--- src/rtl/alu_serial_seq_if.sv ---
// Handshake and result bundle between the control FSM (master) and the
// bit-serial ALU (slave). Optional abort line under ALU_SERIAL_ABORT_EN.
interface alu_serial_seq_if #(
    parameter int WIDTH = 32
);
    logic             start;
    logic [2:0]       op;
    logic [WIDTH-1:0] a;
    logic [WIDTH-1:0] b;
    logic             busy;
    logic             done;
    logic [WIDTH-1:0] result;
    logic             carryout;
    logic             overflow;
    logic             zero;
`ifdef ALU_SERIAL_ABORT_EN
    logic             abort;

    modport master (
        output start, op, a, b, abort,
        input  busy, done, result, carryout, overflow, zero
    );
    modport slave (
        input  start, op, a, b, abort,
        output busy, done, result, carryout, overflow, zero
    );
`else
    modport master (
        output start, op, a, b,
        input  busy, done, result, carryout, overflow, zero
    );
    modport slave (
        input  start, op, a, b,
        output busy, done, result, carryout, overflow, zero
    );
`endif
endinterface

--- src/rtl/alu_serial_seq.sv ---
// Bit-serial ALU sequencer: one bit per cycle, LSB first, WIDTH+1 cycles/op.
// Ports: clk, rst_n (async low), bus (slave: start/op/a/b in, busy/done/
// result/carryout/overflow/zero out). Macro ALU_SERIAL_ABORT_EN adds abort.
module alu_serial_seq #(
    parameter int WIDTH = 32,
    parameter int CNT_W = $clog2(WIDTH)
) (
    input  logic           clk,
    input  logic           rst_n,
    alu_serial_seq_if.slave bus
);
    localparam logic [1:0] IDLE = 2'd0;
    localparam logic [1:0] RUN  = 2'd1;
    localparam logic [1:0] DONE = 2'd2;

    localparam logic [2:0] OP_ADD  = 3'b000;
    localparam logic [2:0] OP_SUB  = 3'b001;
    localparam logic [2:0] OP_XOR  = 3'b010;
    localparam logic [2:0] OP_SLT  = 3'b011;
    localparam logic [2:0] OP_AND  = 3'b100;
    localparam logic [2:0] OP_NAND = 3'b101;
    localparam logic [2:0] OP_NOR  = 3'b110;
    localparam logic [2:0] OP_OR   = 3'b111;

    localparam logic [CNT_W-1:0] LAST = CNT_W'(WIDTH - 1);

    logic [1:0]       state;
    logic [WIDTH-1:0] a_sh;
    logic [WIDTH-1:0] b_sh;
    logic [WIDTH-1:0] r_sh;
    logic [2:0]       op_q;
    logic [CNT_W-1:0] cnt;
    logic             cy;
    logic             zacc;

    logic [WIDTH-1:0] res_q;
    logic             co_q;
    logic             ov_q;
    logic             z_q;

    logic             inv;
    logic             bi;
    logic             sum;
    logic             cnext;
    logic             sbit;
    logic             slt_bit;
    logic [WIDTH-1:0] word;
    logic             co_f;
    logic             ov_f;
    logic             z_f;
    logic             accept;
    logic             abort_run;

`ifdef ALU_SERIAL_ABORT_EN
    assign abort_run = bus.abort;
`else
    assign abort_run = 1'b0;
`endif

    assign accept = bus.start && (state != RUN);

    // One-bit slice plus the word-level view used on the final bit
    always_comb begin
        inv   = (op_q == OP_SUB) || (op_q == OP_SLT);
        bi    = b_sh[0] ^ inv;
        sum   = a_sh[0] ^ bi ^ cy;
        cnext = (a_sh[0] & bi) | (a_sh[0] & cy) | (bi & cy);
        sbit  = 1'b0;
        unique case (op_q)
            OP_ADD:  sbit = sum;
            OP_SUB:  sbit = sum;
            OP_SLT:  sbit = sum;
            OP_XOR:  sbit = a_sh[0] ^ b_sh[0];
            OP_AND:  sbit = a_sh[0] & b_sh[0];
            OP_NAND: sbit = ~(a_sh[0] & b_sh[0]);
            OP_NOR:  sbit = ~(a_sh[0] | b_sh[0]);
            OP_OR:   sbit = a_sh[0] | b_sh[0];
            default: sbit = 1'b0;
        endcase
        // On the MSB cycle cy is the carry into the MSB
        slt_bit = sum ^ (cy ^ cnext);
        word    = {sbit, r_sh[WIDTH-1:1]};
        co_f    = 1'b0;
        ov_f    = 1'b0;
        z_f     = ~(zacc | sbit);
        if (op_q == OP_SLT) begin
            word = {{(WIDTH-1){1'b0}}, slt_bit};
            z_f  = ~slt_bit;
        end else if (op_q == OP_ADD || op_q == OP_SUB) begin
            co_f = cnext;
            ov_f = cy ^ cnext;
        end
    end

    always_ff @(posedge clk or negedge rst_n) begin
        if (!rst_n) begin
            state <= IDLE;
            a_sh  <= '0;
            b_sh  <= '0;
            r_sh  <= '0;
            op_q  <= '0;
            cnt   <= '0;
            cy    <= 1'b0;
            zacc  <= 1'b0;
            res_q <= '0;
            co_q  <= 1'b0;
            ov_q  <= 1'b0;
            z_q   <= 1'b0;
        end else begin
            unique case (state)
                RUN: begin
                    if (abort_run) begin
                        state <= IDLE;
                    end else begin
                        a_sh <= a_sh >> 1;
                        b_sh <= b_sh >> 1;
                        r_sh <= word;
                        cnt  <= cnt + CNT_W'(1);
                        cy   <= cnext;
                        zacc <= zacc | sbit;
                        if (cnt == LAST) begin
                            state <= DONE;
                            res_q <= word;
                            co_q  <= co_f;
                            ov_q  <= ov_f;
                            z_q   <= z_f;
                        end
                    end
                end
                default: begin
                    // IDLE and DONE both accept a new request
                    if (accept) begin
                        state <= RUN;
                        a_sh  <= bus.a;
                        b_sh  <= bus.b;
                        r_sh  <= '0;
                        op_q  <= bus.op;
                        cnt   <= '0;
                        cy    <= (bus.op == OP_SUB) || (bus.op == OP_SLT);
                        zacc  <= 1'b0;
                    end else begin
                        state <= IDLE;
                    end
                end
            endcase
        end
    end

    assign bus.busy     = (state == RUN);
    assign bus.done     = (state == DONE);
    assign bus.result   = res_q;
    assign bus.carryout = co_q;
    assign bus.overflow = ov_q;
    assign bus.zero     = z_q;

endmodule
--- src/flat_wrapper.sv ---
// flat-port wrapper written by rule: the top's interface ports become plain ports
module alu_serial_seq_flat 
#(
    parameter int WIDTH = 32,
    parameter int CNT_W = $clog2(WIDTH)
)
  (clk, rst_n, bus_start, bus_op, bus_a, bus_b, bus_busy, bus_done, bus_result, bus_carryout, bus_overflow, bus_zero);
  alu_serial_seq_if #(.WIDTH(WIDTH)) bus_i ();
  input  logic clk;
  input  logic rst_n;
  input wire logic [$bits(bus_i.start)-1:0] bus_start;
  input wire logic [$bits(bus_i.op)-1:0] bus_op;
  input wire logic [$bits(bus_i.a)-1:0] bus_a;
  input wire logic [$bits(bus_i.b)-1:0] bus_b;
  output wire logic [$bits(bus_i.busy)-1:0] bus_busy;
  output wire logic [$bits(bus_i.done)-1:0] bus_done;
  output wire logic [$bits(bus_i.result)-1:0] bus_result;
  output wire logic [$bits(bus_i.carryout)-1:0] bus_carryout;
  output wire logic [$bits(bus_i.overflow)-1:0] bus_overflow;
  output wire logic [$bits(bus_i.zero)-1:0] bus_zero;
  assign bus_i.start = bus_start;
  assign bus_i.op = bus_op;
  assign bus_i.a = bus_a;
  assign bus_i.b = bus_b;
  assign bus_busy = bus_i.busy;
  assign bus_done = bus_i.done;
  assign bus_result = bus_i.result;
  assign bus_carryout = bus_i.carryout;
  assign bus_overflow = bus_i.overflow;
  assign bus_zero = bus_i.zero;
  alu_serial_seq #(.WIDTH(WIDTH), .CNT_W(CNT_W)) u_core (.clk(clk), .rst_n(rst_n), .bus(bus_i));
endmodule
--- config.mk ---
export PLATFORM = sky130hd
export DESIGN_NAME = alu_serial_seq_flat
export DESIGN_NICKNAME = d
export VERILOG_FILES = /design/src/rtl/alu_serial_seq_if.sv /design/src/rtl/alu_serial_seq.sv /design/src/flat_wrapper.sv
export SDC_FILE = /design/constraint.sdc
export NUM_CORES = 1
export LEC_CHECK = 0
export BUFFER_PORTS_ARGS = -buffer_cell sky130_fd_sc_hd__buf_2
export CAP_MARGIN = 20
export CORE_MARGIN = 2
export CORE_UTILIZATION = 50
export CTS_CLUSTER_SIZE = 30
export DETAILED_ROUTE_END_ITERATION = 12
export PLACE_DENSITY = 0.76
export SETUP_SLACK_MARGIN = 0.4
export SLEW_MARGIN = 20
export SYNTH_ARGS = -nofsm -noshare
export SYNTH_HDL_FRONTEND = slang
export SYNTH_SLANG_ARGS = --single-unit
--- constraint.sdc ---
create_clock -name clk -period 2.1 [get_ports clk]
set_clock_uncertainty 0.2 [all_clocks]
set_input_delay 0 -clock clk [delete_from_list [all_inputs] [get_ports clk]]
set_output_delay 0 -clock clk [all_outputs]
set_load 0.005 [all_outputs]
==> reports/qor.yml <==
sta:
  maxSlewHeadroom_pct: 62.7
  final_max_slew_viol_count: 0
  worstMarginPinSlew_ps: 560
  rsz0062_at_grt: "yes"
  setup_viol_count_final: 0
  min_period_ps: 1980
  setup_tns_ps: 0
  max_freq_mhz: 506
  hold_viol: 0
  period_share_pct: 94.1
floorplanning:
  ios: 107
  coreArea_mm2: 0.0116
  die_w_um: 113
  initial_core_util_pct: 51.7
  die-area_mm2: 0.0129
  die_h_um: 113
  num_rows: 39
power_and_ir_drop:
  swShare_pct: 32.3
  p_comb_share_pct: 28.2
  ir_worst_vdd_uv: 709
  seqPwrFrac_pct: 42.8
  power_switching_uw: 3280
  power_density_mw_per_mm2: 1200
  clockPowerShare_pct: 29.0
  p_int_uw: 6860
  p_leak_uw: 0.00425
layout:
  fin_area_mm2: 0.00848
  final_nets: 779
  drive_above_1_share_pct: 27.7
  antenna_cells: 0
  final_cell_mix: "dfrtp_1 (141), buf_2 (104), dlygate4sd3_1 (79)"
  layout_commonest_cell: "dfrtp_1"
  area_growth_pct: 41.8
  n_fill_cell: 750
synth:
  synth_top_family_by_area: "compound AO/OA/AOI/OAI gates"
  synth_xor_area_share_pct: 0.586
  synthArstFlopShare_pct: 100
  syn_area_per_cell_um2: 12.0
  synth_edf_count: 0
  syn_area_mm2: 0.00598
  syn_nets: 573
  ys_ff_latch: 142
  muxShareOfSynthArea_pct: 12.0
  synthCells: 497
  synthSimpleGateAreaFrac_pct: 7.13
  synth_cell_types: 33
  yosys_warnings: 0
  synth-main-ff-cell: "dfrtp_1"
  synth_seq_area_share_pct: 59.4
  synth_compound_area_share_pct: 15.5
  synthAdderAreaFrac_pct: 1.51
setup_path:
  end_kind: "flop"
  rr_worst_depth: 7
  crit_chain: "nor2b_4 -> xnor2_2 -> fa_1 -> inv_1 -> mux2i_1 -> mux2i_2 -> a22o_1"
  rrSetupSlack_ps: 120
  critPathSlowestCell: "fa_1"
  worst_r2r_endpoint: "u_core.r_sh[31]"
  critPathKind: "flop to flop"
  path_max_fanout: 4
  cp-start-kind: "flop"
  r2r-start: "u_core.op_q[0]"
  max_stage_delay_ps: 490
  arrival_ps: 2080
  required_ps: 2200
clocking:
  numCtsBuffers: 17
  htree_num_levels: 4
  cts.sink_count: 142
  cts.clk_slew.worst_paths_ps: 60
  cts_tree: "yes"
  insertion_delay_ps: 420
  ctsLongestPathBuffers: 2
  cts-root-buf: "clkbuf_16"
global_route:
  grt_usage_pct: 23.6
  grt_busiest_layer: "met2"
  grt-ovfl-total: 0
  antenna_found_initial: 0
  grt_pass1_wl_mm: 23.7
  use_met2_pct: 40.5
  grt_pass1_vias: 4805
  grtUsageMet3_pct: 5.10
  grt_max_degree: 67
  gr-usage-met1_pct: 29.3
placement:
  dpl.hpwl_mm: 7.68
  port_buffers: 106
  place_congestion: 0.761
  placed_cell_area_mm2: 0.00670
drt:
  drt-initial-drc-count: 276
  vias: 4694
  ant_nets: 0
  detail_route.wl_per_cell_um: 17.3
  post-route-drc-count: 0
  routed_via_density: 5.46
  drt_pre_antenna_iters: 4
  drt-total-wl_mm: 14.9
worst_hold_path:
  hold_path_end: "u_core.op_q[1]"
  hp-class: "input pin to flop"
  min_path_cells: 3
  hold_start: "bus_op[1]"
status:
  outcome: "finished, final reports clean"
run:
  cap_viol_max_count: 0
-- worst max path at each step --
stage / start / to / cells past startpoint
CTS: u_core.op_q[0] / u_core.bus.result[31] / 7
finish: u_core.op_q[0] / u_core.r_sh[31] / 7
floorplan: u_core.op_q[0] / u_core.zacc / 7
global placement: u_core.cnt[0] / u_core.bus.result[1] / 6
global route: u_core.op_q[0] / u_core.r_sh[31] / 7
detailed placement: u_core.cnt[0] / u_core.bus.result[16] / 6
-- registers in the layout (all words and copies together) (netlist names) --
name                 flops
u_core.a_sh             32
u_core.b_sh             32
u_core.bus.carryout      1
u_core.bus.overflow      1
u_core.bus.result       32
u_core.bus.zero          1
u_core.cnt               5
u_core.cy                1
u_core.op_q              3
u_core.r_sh             31
u_core.state             2
u_core.zacc              1
-- logic make-up (layout without fill, tap and decap cells) --
| group | after synthesis | count (layout) |
|---|---|---|
| compound gates | 136 | 136 |
| xor+xnor | 4 | 4 |
| fa+ha+maj | 6 | 6 |
| buf+inv | 43 | 261 |
| flops | 142 | 142 |
| mux | 71 | 71 |
| simple gates | 95 | 96 |
-- timing repair --
item | 4_1_cts | 5_1_grt
hold endpoints to repair | 216 | 0
pin swaps | 4 | 16
setup buffers | 9 | 6
hold buffers | 79 | 0
resized for setup | 8 | 16
endpoints found under the setup margin | 69 | 158
gates cloned | 2 | 6
-- through the flow --
step	util, %	total power (uW)	std cells	setup slack [ps]	hold slack, ps
finish	73.4	10100	859	123	173
global route	73.4	10700	859	31.1	179
CTS	71.3	9970	847	144	158
detailed placement	57.9	6650	725	24.3	-144
global placement	57.9	6500	725	113	-156
floorplan	-	5860	497	153	-496
-- power by group through the flow --
| stage | sequential [uW] | combinational, uW | clock (uW) |
|---|---|---|---|
| floorplan | 4180 | 1680 | 0 |
| global placement | 4300 | 2210 | 0 |
| detailed placement | 4330 | 2320 | 0 |
| CTS | 4290 | 2690 | 2990 |
| global route | 4440 | 3180 | 3110 |
| finish | 4340 | 2860 | 2940 |
-- cell type report --
type	instances	area (um^2)	share of cell area (%)
clock inverter	13	129	1.52
timing repair buffer	222	1860	21.9
inverter	7	36.3	0.428
clock buffer	19	453	5.34
multi-input combinational	313	2270	26.8
sequential	142	3550	41.9
tap	143	179	2.11
-- cells in the mapped netlist, types with 4 or more instances --
cell / number / area (um^2)
mux2i_1: 67 / 671
nand2_1: 74 / 278
ha_1: 4 / 50.1
dfrtp_1: 142 / 3550
clkbuf_1: 9 / 33.8
a22o_1: 63 / 552
nor2_1: 4 / 15.0
buf_2: 16 / 80.1
o21ai_0: 67 / 335
nand3b_1: 4 / 30.0
inv_1: 6 / 22.5
buf_4: 8 / 60.1
-- layer usage --
metal / routed length (um) / up-vias
li1: - / 2186
met1: 6220 / 2327
met2: 7740 / 151
met3: 632 / 30
met4: 292 / 0
met5: 0 / -
-- critical path: cells and delay by family, from the launching register on --
| family | cells | cell delay (ps) |
|---|---|---|
| AND/OR/NAND/NOR | 1 | 140 |
| buffers and inverters | 1 | 40 |
| flip-flops | 1 | 380 |
| XOR/XNOR | 1 | 140 |
| AO/OA/AOI/OAI | 1 | 210 |
| multiplexers | 2 | 280 |
| adder cells (fa/ha/maj) | 1 | 490 |
Note: power is estimated with default switching activity, not from simulation.
